===== src/rtl/microcode_sequencer.sv =====
// Microcode next-address sequencer: condition branching, call/return stack,
// hardware loop counter, dispatch with continuation, trap and hold.
module microcode_sequencer #(
    parameter int ADDR_W         = 9,
    parameter int STACK_DEPTH    = 4,
    parameter int NUM_COND       = 16,
    parameter int CSEL_W         = 4,
    parameter int CNT_W          = 6,
    parameter int RESET_ADDR     = 0,
    parameter int UNDERFLOW_ADDR = 1
) (
    input  logic                               clock,
    input  logic                               reset_n,
    input  logic [2:0]                         op,
    input  logic [CSEL_W-1:0]                  cond_sel,
    input  logic                               cond_pol,
    input  logic [NUM_COND-1:0]                cond,
    input  logic [ADDR_W-1:0]                  target,
    input  logic [ADDR_W-1:0]                  dispatch_addr,
    input  logic                               dispatch_valid,
    input  logic                               trap_req,
    input  logic [ADDR_W-1:0]                  trap_addr,
    input  logic                               hold,
    input  logic                               clear_flags,
    output logic [ADDR_W-1:0]                  micro_pc,
    output logic [ADDR_W-1:0]                  micro_pc_q,
    output logic [$clog2(STACK_DEPTH+1)-1:0]   stack_level,
    output logic                               loop_zero,
    output logic                               stack_overflow,
    output logic                               stack_underflow
);

    localparam int LVL_W = $clog2(STACK_DEPTH + 1);
    localparam int IDX_W = (STACK_DEPTH > 1) ? $clog2(STACK_DEPTH) : 1;
    localparam int SEL_N = 1 << CSEL_W;

    localparam logic [2:0] OP_NEXT     = 3'd0;
    localparam logic [2:0] OP_JUMP     = 3'd1;
    localparam logic [2:0] OP_CALL     = 3'd2;
    localparam logic [2:0] OP_RETURN   = 3'd3;
    localparam logic [2:0] OP_DISPATCH = 3'd4;
    localparam logic [2:0] OP_WAIT     = 3'd5;
    localparam logic [2:0] OP_LOAD_CNT = 3'd6;
    localparam logic [2:0] OP_LOOP     = 3'd7;

    localparam logic [ADDR_W-1:0] RST_PC   = ADDR_W'(RESET_ADDR);
    localparam logic [ADDR_W-1:0] UNF_PC   = ADDR_W'(UNDERFLOW_ADDR);
    localparam logic [LVL_W-1:0]  FULL_LVL = LVL_W'(STACK_DEPTH);

    logic [ADDR_W-1:0] stack [STACK_DEPTH];
    logic [CNT_W-1:0]  counter;
    logic [SEL_N-1:0]  cond_ext;
    logic              c;
    logic [ADDR_W-1:0] inc;
    logic              stack_full;
    logic              stack_empty;
    logic              do_push;
    logic              do_pop;
    logic [ADDR_W-1:0] push_val;
    logic              cnt_load;
    logic              cnt_dec;
    logic              set_ovf;
    logic              set_unf;

    // Zero-extending the condition vector makes out-of-range selects read as 0
    assign cond_ext    = SEL_N'(cond);
    assign c           = (cond_ext[cond_sel] == cond_pol);
    assign inc         = micro_pc_q + ADDR_W'(1);
    assign stack_full  = (stack_level == FULL_LVL);
    assign stack_empty = (stack_level == '0);
    assign loop_zero   = (counter == '0);

    // Next-address selection and stack/counter/flag update requests
    always_comb begin
        micro_pc = inc;
        do_push  = 1'b0;
        do_pop   = 1'b0;
        push_val = '0;
        cnt_load = 1'b0;
        cnt_dec  = 1'b0;
        set_unf  = 1'b0;
        if (!reset_n) begin
            micro_pc = RST_PC;
        end else if (trap_req) begin
            micro_pc = trap_addr;
        end else if (hold) begin
            micro_pc = micro_pc_q;
        end else begin
            case (op)
                OP_NEXT: micro_pc = inc;
                OP_JUMP: micro_pc = c ? target : inc;
                OP_CALL: begin
                    if (c) begin
                        micro_pc = target;
                        do_push  = 1'b1;
                        push_val = inc;
                    end
                end
                OP_RETURN: begin
                    if (stack_empty) begin
                        micro_pc = UNF_PC;
                        set_unf  = 1'b1;
                    end else begin
                        micro_pc = stack[0];
                        do_pop   = 1'b1;
                    end
                end
                OP_DISPATCH: begin
                    if (dispatch_valid) begin
                        micro_pc = dispatch_addr;
                        do_push  = 1'b1;
                        push_val = target;
                    end else begin
                        micro_pc = micro_pc_q;
                    end
                end
                OP_WAIT: micro_pc = c ? inc : micro_pc_q;
                OP_LOAD_CNT: begin
                    micro_pc = inc;
                    cnt_load = 1'b1;
                end
                OP_LOOP: begin
                    if (!loop_zero) begin
                        micro_pc = target;
                        cnt_dec  = 1'b1;
                    end
                end
                default: micro_pc = inc;
            endcase
        end
        set_ovf = do_push & stack_full;
    end

    // Address register and loop counter
    always_ff @(posedge clock) begin
        if (!reset_n) begin
            micro_pc_q <= RST_PC;
            counter    <= '0;
        end else begin
            micro_pc_q <= micro_pc;
            if (cnt_load) begin
                counter <= target[CNT_W-1:0];
            end else if (cnt_dec) begin
                counter <= counter - CNT_W'(1);
            end
        end
    end

    // Shift-register return stack; entry 0 is the top, a full push drops the deepest entry
    always_ff @(posedge clock) begin
        if (!reset_n) begin
            for (int unsigned i = 0; i < STACK_DEPTH; i++) begin
                stack[i[IDX_W-1:0]] <= '0;
            end
            stack_level <= '0;
        end else if (do_push) begin
            stack[0] <= push_val;
            for (int unsigned i = 1; i < STACK_DEPTH; i++) begin
                stack[i[IDX_W-1:0]] <= stack[IDX_W'(i - 1)];
            end
            if (!stack_full) begin
                stack_level <= stack_level + LVL_W'(1);
            end
        end else if (do_pop) begin
            for (int unsigned i = 0; i + 1 < STACK_DEPTH; i++) begin
                stack[i[IDX_W-1:0]] <= stack[IDX_W'(i + 1)];
            end
            stack[STACK_DEPTH-1] <= '0;
            stack_level <= stack_level - LVL_W'(1);
        end
    end

    // Sticky error flags; a set event wins over a simultaneous clear
    always_ff @(posedge clock) begin
        if (!reset_n) begin
            stack_overflow  <= 1'b0;
            stack_underflow <= 1'b0;
        end else begin
            stack_overflow  <= set_ovf | (stack_overflow  & ~clear_flags);
            stack_underflow <= set_unf | (stack_underflow & ~clear_flags);
        end
    end

endmodule


===== config.mk =====
export PLATFORM = sky130hd
export DESIGN_NAME = microcode_sequencer
export DESIGN_NICKNAME = d
export VERILOG_FILES = /design/src/rtl/microcode_sequencer.sv
export SDC_FILE = /design/constraint.sdc
export NUM_CORES = 1
export LEC_CHECK = 0
export ABC_AREA = 0
export CORE_MARGIN = 4
export CORE_UTILIZATION = 56
export DETAILED_ROUTE_END_ITERATION = 10
export GPL_ROUTABILITY_DRIVEN = 0
export MAX_ROUTING_LAYER = met4
export PLACE_DENSITY = 0.95
export REMOVE_ABC_BUFFERS = 1
export SLEW_MARGIN = 15
export SYNTH_ARGS = -nofsm -noshare
export SYNTH_HDL_FRONTEND = slang
export SYNTH_SLANG_ARGS = --single-unit
export TNS_END_PERCENT = 10

===== constraint.sdc =====
create_clock -name clock -period 7.45 [get_ports clock]
set_input_delay 1.1175 -clock clock [delete_from_list [all_inputs] [get_ports clock]]
set_output_delay 1.1175 -clock clock [all_outputs]
set_load 0.02 [all_outputs]

# == After elaboration in Yosys (flattened, before gate mapping) ==
# Memory sizes are Yosys's and may differ from the RTL's.
# Index checks and enable logic that the tools add are counted.
# word_totals
register_bits,20
mem_bits_rw,36
inputBits,57
output_inout_bits,24
elab_cells,106
mem_count,1
# classes
n_addsub,4
n_lt_le_gt_ge,1
eq_ne,10
muxes,63
bitwise,14
reduce_logical,8
# mem_list
memory,depth,word_bits,rd,rd_clocked_by_memory_dff,wr,line,source
stack,4,9,4,0,4,50,logic [ADDR_W-1:0] stack [STACK_DEPTH];
# op_table
operator,n
$mux 9,21
$pmux 9 s6,1
$mux 1,33
$pmux 9 s2,1
$eq 3x3->1 const B,5
$mux 6,2
$or 1x1->1,10
$add 9x1->9 const B,1
$mux 3,3
$eq 3x2->1 const B,2
$logic_not 3->1,2
$logic_not 6->1,1
$sub 6x1->6 const B,1
$lt 4x5->1 const B,1
$bmux 1 s4,1
$reduce_bool 2->1,2
$reduce_or 2->1,2
$add 3x1->3 const B,1
$and 1x1->1,3
$eq 3x1->1 const B,1
$sub 3x1->3 const B,1
$ne 2x2->1 const B,1
$pmux 1 s2,1
$reduce_and 2->1,1
2 further kinds,2

# == Longest topological paths before layout ==
# Gate-level depths: netlist of the first run.
# depth
word_depth,13
depth_mapped,14
depth_no_buf,11

# == Worst setup path before layout of the first run ==
# No wires, ideal clock.
# synth_path
path_kind,in2out
from,input cond_sel[2]
to,output micro_pc[0]
arrival_time_ns,3.959
required_ns,6.332
setup_slack_ns,2.374
stages,13
path_buffers,2
cell_sequence,buf_2 -> mux2i_1 -> mux4_1 -> mux2i_2 -> and2_1 -> buf_6 -> clkinv_2 -> ha_1 -> a32o_1 -> a21oi_1 -> a221oi_1 -> a211o_1 -> a21oi_1
# synth_between
elab_chain_len,8
word_cells_on_any_way,9
cone_classes,1 x eq/ne; 8 x mux
# synth_rtl
element,line,source
from (decl),15,"input logic [CSEL_W-1:0] cond_sel,"
$bmux 1 s4 (*),67,assign c = (cond_ext[cond_sel] == cond_pol);
$mux 1 (implied by the code) (*),67,
$eq 1x1->1 (*),67,
"$mux 9, on equally long branches","117, 91, 93",
$pmux 9 s6 (*),89,case (op)
$mux 9 (*),86,end else if (hold) begin
$mux 9 (*),84,end else if (trap_req) begin
$mux 9 (*),82,if (!reset_n) begin
to (decl),25,"output logic [ADDR_W-1:0] micro_pc,"
# Mark *: on every way between the ends. The rest lies on a longest branch, timed or not. The select of a mux whose other input is x is not followed.

# == Worst setup path after layout of the first run ==
# Same ends and word-level chain as after synthesis.

==> metrics, run 1 <==
layout cells sized above 1 6.12%; Post-synth EDFFs 27; DRC viols 0; core area ~6400 sq um; clock-pin slew of the registers on the worst-case setup and hold paths 0.10 ns; CTS tree done; net count reported at finish between 500 and 600; min-delay worst type reg -> reg; Yosys cell types 70; syn_area_per_cell roughly 9 sq um; GRT Resource Usage Total 26.6%; first-pass GRT wire length approximately 18000 microns; IO Pins slightly above 80; hold depth 1; htree depth 2; Placed Area 4510 sq um; register area approximately 1400 sq um; postcts setup bufs 0; top sig layer met4; PnR Total Power 0.000703 W; Cells after Synth 412; Finished Cell Area between 4000 and 5000 sq um; Final Hold Fails 0; status finished clean; final cell count without fillers roughly 550; PD cells between 150 and 200 nW/um^2; synthesized flop and latch total 56; wire per inst 19.7 microns; Filler Cell Count roughly 450; RSZ-0062 raised after global routing no; Die Wd around 90 microns; clk sinks 56; Worst R2R End micro_pc_q[0]; Initial Util ~60%; metal3 WL between 1000 and 1500 microns; Worst Setup SP cond_sel[2]; Relative slew margins between 20% and 30%; flop2flop setup slack between 4 and 5 ns; clk buf depth 2; most common cell in the netlist nand2_1; grt ovf 0; cts-stage hold buffer count 0; ys flop type dfxtp_1; yosys warns 0; Max Fclk 0.147 GHz; Reg-to-Reg Start counter[0]; WS Path Type in -> out; Setup Viol. Count Final 0; largest net degree at the start of global routing 30; Post-DP HPWL 8040 microns; DRT iter0 DRCs between 500 and 600; R2R depth 7; Slew Viols, Final 0; ant diodes 0; Final ANT Viol Nets 0; Max VDD drop between 0.09 and 0.1 mV; Pre-antenna DRT Iters 6; CP Capture Point micro_pc[0]; synth top area cells edfxtp_1 22%, dfxtp_1 16%, a22o_1 5.9%; Placed Cells 543; Req. time, crit path ~6.3 ns; # port buffers 80; Worst Skew 0.00658 ns; initial antenna violation count 0; largest area contributor in the netlist edfxtp_1; DRT Wirelength around 11000 microns; Synth top area share ~22%; Chip Height 89.8 microns; number of global-route vias before repair 3788; DR WL met2 roughly 5000 microns; Slew @ Worst Pin 1.06 ns; Synth async-reset ratio 0%; Rows 29; met1 WL roughly 4200 microns; Multi-input gate area 2140 sq um; fin util between 70% and 80%; worst-path fanout max 18; clock root cell clkbuf_8; Skew-Pair Late Insertion Delay approximately 0.31 ns; crit path capture type output pin; post_cts resized 0; top cells by count, synth 42 x nand2_1, 37 x a21oi_1, 31 x nor2_1, 29 x dfxtp_1, 27 x edfxtp_1; total CTS buffers 5; Max Cap Viol 0; Worst EP arrival about 5.7 ns; sequential area share after synthesis between 30% and 40%; Critical Path Source Type input pin; Static Leak 1.67 nW; total negative setup slack 0 ns; Synth Cell Area ~3700 sq um; fin crit share roughly nine tenths; area delta synth->final 22.9%; fin crit period ~6.8 ns; Die Footprint 8060 sq um; via/cell ratio about 6.9; vias 3819
==> worst max-delay path, cell delays in order <==
cell	delay [ns]
clkdlybuf4s50_1	0.63
mux2i_1	0.12
mux4_1	0.55
mux2i_2	0.37
and2_1	0.69
clkinv_2	0.28
ha_1	0.34
a32o_1	0.21
a21oi_1	0.15
a221oi_1	0.07
a211o_1	0.35
a21oi_1	0.14
clkdlybuf4s50_1	0.62
==> cell type report <==
class / count / area share, %
flip-flops and latches: 56 / 30.3
multi-input cells: 313 / 46.6
repair buffers: 83 / 17.9
clock inverters: 3 / 0.490
clock buffers: 5 / 1.50
well taps: 77 / 2.10
inverters: 14 / 1.17
==> per-layer routing <==
metal / vias to the layer above / GRT usage [%]
li1: 1701 / -
met1: 1770 / 32.1
met2: 291 / 43.7
met3: 57 / 5.59
met4: 0 / 10.3
met5: - / -
==> layout by cell type, fill, tap and decap left out, types with 6 or more instances in the layout <==
| cell | count |
|---|---|
| a221oi_1 | 6 |
| clkdlybuf4s50_1 | 80 |
| dfxtp_1 | 29 |
| o221ai_1 | 11 |
| xor2_1 | 9 |
| nor2b_1 | 8 |
| nor3_1 | 8 |
| a22o_1 | 25 |
| mux2i_1 | 16 |
| nor2_1 | 31 |
| edfxtp_1 | 27 |
| a21oi_1 | 37 |
| nand3_1 | 10 |
| a22oi_1 | 6 |
| inv_1 | 12 |
| nand2_1 | 42 |
| o21ai_0 | 22 |
==> registers in the layout, indices dropped and copies added, names as in the netlist <==
signal,count
counter,6
micro_pc_q,9
stack_underflow,1
stack,36
stack_overflow,1
stack_level,3
==> per-stage QoR <==
| stage | setup slack [ns] | hold slack, ns |
|---|---|---|
| 6_report | 0.668 | 0.495 |
| 5_1_grt | 0.440 | 0.525 |
| 4_1_cts | 0.691 | 0.500 |
| 3_5_place_dp | 0.727 | 0.466 |
| 3_3_place_gp | 0.919 | 0.457 |
| 2_1_floorplan | 2.21 | 0.443 |
==> how the worst min path moves through the flow <==
stage / slack [ns] / startpoint / endpoint
finish: 0.49 / stack[3][1] / stack[3][1]
global route: 0.53 / stack[3][3] / stack[3][3]
CTS: 0.50 / stack[3][1] / stack[3][1]
detailed placement: 0.47 / stack[3][1] / stack[3][1]
global placement: 0.46 / stack[3][1] / stack[3][1]
floorplan: 0.44 / stack[3][1] / stack[3][1]
==> kinds of logic after synthesis <==
kind of cell    Yosys count  share of synthesized area [%]
flops                    56                           37.2
compound gates          146                           28.6
fa+ha+maj                 5                           1.87
simple gates            126                           16.1
xor+xnor                 13                           3.04
buf+inv                  43                           5.58
mux                      23                           7.56
==> where the power goes <==
group	switching, W	total, W	internal (W)
clock	0.000108	0.000175	0.0000678
sequential	0.0000161	0.000350	0.000334
combinational	0.0000950	0.000178	0.0000827
total	0.000219	0.000703	0.000484
No activity file was read; power rests on OpenSTA's default activity.
==> inputs of run 2 (changes only) <==
- CORE_UTILIZATION: 56 -> 30
- MAX_ROUTING_LAYER: met4 -> default
- PLACE_DENSITY: 0.95 -> 0.6
==> metrics, run 2 (synthesized netlist as in run 1, its figures left out) <==
Worst Skew 0.0101 ns (+0.00351 ns); sequential share of power 44.9% (-4.9 points); htree depth 2 (unchanged); PnR Total Power 0.000777 W (+11%); GRT Resource Usage Total 15.4% (-11 points); wire per inst 17.3 microns (-12%); Max Fclk 0.147 GHz (-0.32%); Psw 0.000232 W (+6.2%); most frequent cells in the layout 80 x clkdlybuf4s50_1, 42 x nand2_1, 37 x a21oi_1; clock root cell clkbuf_16; clock-pin slew of the registers on the worst-case setup and hold paths 0.07 ns (-0.03 ns); switch share 29.9% (-1.2 points); DRT Wirelength 11200 microns (+2.6%); fin crit share 91.3% (+0.30 points); cts-stage hold buffer count 0 (unchanged); Worst Setup SP cond_sel[2]; initial antenna violation count 0 (unchanged); core area 12100 sq um (+89%); Req. time, crit path 6.33 ns (about the same); clk buf depth 2 (unchanged); number of global-route vias before repair 3526 (-6.9%); flop2flop setup slack 4.58 ns (+0.14 ns); vias 3496 (-8.5%); Worst EP arrival 5.69 ns (+0.03 ns); Clock Power Share 32.3% (+7.4 points); RSZ-0062 raised after global routing no; Filler Cell Count 1262 (+180%); Relative slew margins 31.9% (+2.7 points); largest reg by FF count stack; Worst R2R End micro_pc_q[6]; Die Footprint 14300 sq um (+78%); Reg-to-Reg Start counter[0]; Pre-antenna DRT Iters 8 (+2); total negative setup slack 0 ns (unchanged); CTS tree done; R2R depth 8 (+1); post_cts resized 0 (unchanged); logic gate share of total power 22.8% (-2.5 points); area delta synth->final 27.8%; Post-DP HPWL 8380 microns (+4.2%); PD cells 163 nW/um^2 (+6.3%); commonest non-fill, non-tap cell in the layout clkdlybuf4s50_1; IO Pins 81 (unchanged); Pint 0.000545 W (+13%); max FFs per register 36 (unchanged); clk sinks 56 (unchanged); Slew @ Worst Pin 1.01 ns (-0.0480 ns); first-pass GRT wire length 18200 microns (+3.0%); Max VDD drop 0.0874 mV (-12%); Chip Height 120 microns (+33%); Top Registers stack (36), micro_pc_q (9), counter (6); Final Hold Fails 0 (unchanged); # port buffers 80 (unchanged); min-delay worst type reg -> reg; WS Path Type in -> out; status finished clean; Initial Util 30.9% (-27 points); ant diodes 0 (unchanged); CP Capture Point micro_pc[0]; DRC viols 0 (unchanged); fin util 39.5% (-32 points); worst-path fanout max 18 (unchanged); Final ANT Viol Nets 0 (unchanged); largest net degree at the start of global routing 30 (unchanged); total CTS buffers 5 (unchanged); Critical Path Source Type input pin; Max Cap Viol 0 (unchanged); grt ovf 0 (unchanged); crit path capture type output pin; Slew Viols, Final 0 (unchanged); postcts setup bufs 0 (unchanged); Die Wd 120 microns (+33%); Setup Viol. Count Final 0 (unchanged); Rows 40 (+38%); Skew-Pair Late Insertion Delay 0.30 ns (about the same); via/cell ratio 5.44 (-22%); DRT iter0 DRCs 259 (-56%); net count reported at finish 536 (+0.19%); fin crit period 6.80 ns (+0.0220 ns); Static Leak 1.70 nW (+1.7%); layout cells sized above 1 6.32% (+0.20 points)
## run 2: how the worst min path moves through the flow
stage / from / end / slack (ns) / cells after the start
floorplan: stack[3][1] / stack[3][1] / 0.44 / 1
global placement: stack[3][4] / stack[3][4] / 0.46 / 1
detailed placement: stack[3][2] / stack[3][2] / 0.46 / 1
CTS: stack[3][3] / stack[3][3] / 0.48 / 1
global route: stack[3][6] / stack[3][6] / 0.51 / 1
finish: stack[3][1] / stack[3][1] / 0.48 / 1
## run 2: cell type report
type                       instances  area (sq um)  share of cell area, %
inverter                          14          53.8                   1.13
clock inverter                     3          27.5                  0.576
sequential                        56          1390                   29.1
clock buffer                       5           125                   2.62
tap                              168           210                   4.40
multi-input combinational        313          2140                   44.8
timing repair buffer              84           831                   17.4
## run 2: metal layers
layer	GRT usage, %	vias to the layer above	part of all wire (%)
li1	-	1702	-
met1	20.2	1641	46
met2	25.8	136	47
met3	3.11	17	6.1
met4	4.37	0	1.5
met5	0	-	0
## run 2: through the flow
step	instances	area, sq um	setup WS, ns	hold slack (ns)
after global placement	635	4630	0.827	0.457
after CTS	643	4780	0.654	0.484
final	643	4780	0.646	0.482
after floorplan	383	3590	2.21	0.443
after detailed placement	635	4630	0.674	0.459
after global routing	643	4780	0.383	0.513
## run 2: power by group through the flow
stage	sequential [W]	combinational, W	clock (W)
6_report	0.000349	0.000177	0.000251
3_3_place_gp	0.000355	0.000174	0
4_1_cts	0.000349	0.000177	0.000256
5_1_grt	0.000351	0.000192	0.000270
2_1_floorplan	0.000356	0.0000880	0
3_5_place_dp	0.000356	0.000176	0
## run 2: critical path, stage by stage
cell and delay [ns]:
clkdlybuf4s50_1 0.64, mux2i_1 0.13, mux4_1 0.55, mux2i_2 0.39, and2_1 0.68, clkinv_2 0.28
ha_1 0.35, a32o_1 0.21, a21oi_1 0.17, a221oi_1 0.07, a211o_1 0.33, a21oi_1 0.13
clkdlybuf4s50_1 0.62
==> inputs of run 3 (changes only) <==
- clock period: 7.45 -> 7.25 ns (I/O delays scaled with it)
==> metrics, run 3 (synthesized netlist as in run 1, its figures left out) <==
status finished clean; DRT Wirelength 11100 microns (about the same); core area 12100 sq um (unchanged); Max Fclk approximately 0.17 GHz; Final Hold Fails 0 (unchanged); Req. time, crit path 6.16 ns (-0.17 ns); IO Pins 81 (unchanged); Worst Skew 0.00751 ns (-0.00258 ns); WS Path Type in -> out; R2R depth 8 (unchanged); Setup Viol. Count Final 0 (unchanged); DRC viols 0 (unchanged); first-pass GRT wire length 18500 microns (+1.8%); PnR Total Power 0.000795 W (+2.3%); total negative setup slack 0 ns (unchanged); CP Depth 13 (unchanged); Filler Cell Count 1299 (+2.9%); net count reported at finish 537 (+0.19%); GRT Resource Usage Total 15.6% (+0.22 points); Rows 40 (unchanged); area delta synth->final 28.0%; initial antenna violation count 0 (unchanged); CTS tree done; Static Leak 1.71 nW (+0.28%); crit path cell chain clkdlybuf4s50_1 -> mux2i_1 -> mux4_1 -> mux2i_2 -> and2_1 -> clkinv_2 -> ha_1 -> a32o_1 -> a21oi_1 -> a221oi_1 -> a211o_1 -> a21oi_1 -> clkdlybuf4s50_1; RSZ-0062 raised after global routing no; wire per inst 17.3 microns (-0.22%); htree depth 2 (unchanged); max FFs per register 36 (unchanged); clock root cell clkbuf_16; crit path capture type output pin; slowest CP cell clkdlybuf4s50_1; Die Wd 120 microns (unchanged); Top Registers stack (36), micro_pc_q (9), counter (6); Max Cap Viol 0 (unchanged); CP peak stage delay 0.63 ns (-0.05 ns); total CTS buffers 5 (unchanged); clock-pin slew of the registers on the worst-case setup and hold paths 0.07 ns (about the same); Slew @ Worst Pin 1.05 ns (+0.0364 ns); fin util 39.5% (+0.062 points); number of buffers and inverters on the critical path 3 (unchanged); Final ANT Viol Nets 0 (unchanged); Relative slew margins 30.0% (-1.9 points); Critical Path Source Type input pin; Slew Viols, Final 0 (unchanged); fin crit period around 6 ns; cts-stage hold buffer count 0 (unchanged); largest reg by FF count stack; most frequent cells in the layout 80 x clkdlybuf4s50_1, 42 x nand2_1, 37 x a21oi_1; # port buffers 80 (unchanged); ant diodes 0 (unchanged); CP top delay family buffers and inverters; hold depth 1 (unchanged); largest net degree at the start of global routing 30 (unchanged); clk buf depth 2 (unchanged); grt ovf 0 (unchanged); Skew-Pair Late Insertion Delay 0.30 ns (about the same); Post-DP HPWL 8480 microns (+1.2%); Chip Height 120 microns (unchanged); fin crit share just over 80%; layout cells sized above 1 6.51% (+0.20 points); number of global-route vias before repair 3568 (+1.2%); Die Footprint 14300 sq um (unchanged); Pre-antenna DRT Iters 5 (-3); post_cts resized 0 (unchanged); Worst EP arrival 4.93 ns (-0.76 ns); vias 3513 (+0.49%); postcts setup bufs 0 (unchanged); DRT iter0 DRCs 369 (+42%); PD cells 166 nW/um^2 (+2.1%); clk sinks 56 (unchanged); Initial Util 30.9% (unchanged); min-delay worst type reg -> reg; worst-path fanout max 7 (-11); via/cell ratio 5.45 (+0.33%); Max VDD drop 0.108 mV (+24%); commonest non-fill, non-tap cell in the layout clkdlybuf4s50_1
-- run 3: final cells by class --
cell class              count  area (sq um)  area share (%)
multi-input cells         313          2140            44.7
flip-flops and latches     56          1390            29.1
well taps                 168           210            4.39
repair buffers             85           838            17.5
inverters                  14          53.8            1.12
clock buffers               5           125            2.61
clock inverters             3          27.5           0.575
-- run 3: final timing paths --
path	start	to	slack, ns
min	stack[3][1]	stack[3][1]	0.48
max	cond_sel[2]	micro_pc[0]	1.23
max reg2reg	counter[0]	micro_pc_q[6]	4.29
min reg2reg	stack[3][1]	stack[3][1]	0.48
-- run 3: through the flow --
stage	hold WS [ns]	area, sq um	worst slack [ns]	instances
finish	0.482	4790	1.23	644
global route	0.498	4790	0.917	644
CTS	0.481	4790	1.21	644
detailed placement	0.460	4640	1.24	636
global placement	0.457	4640	1.30	636
floorplan	0.443	3590	2.07	383
-- run 3: routing by layer --
layer / vias up / routed length, microns / share of wire [%] / global-route usage (%)
li1: 1705 / - / - / -
met1: 1654 / 5000 / 45 / 20.7
met2: 141 / 5280 / 47 / 26.4
met3: 13 / 709 / 6.4 / 3.25
met4: 0 / 152 / 1.4 / 3.51
met5: - / 0 / 0 / 0
-- run 3: where the power goes --
part	leakage [nW]	internal (W)	switching (W)
Combinational	1.12	0.0000864	0.0000972
Clock	0.0719	0.000132	0.000121
Sequential	0.517	0.000343	0.0000157
Total	1.71	0.000561	0.000234
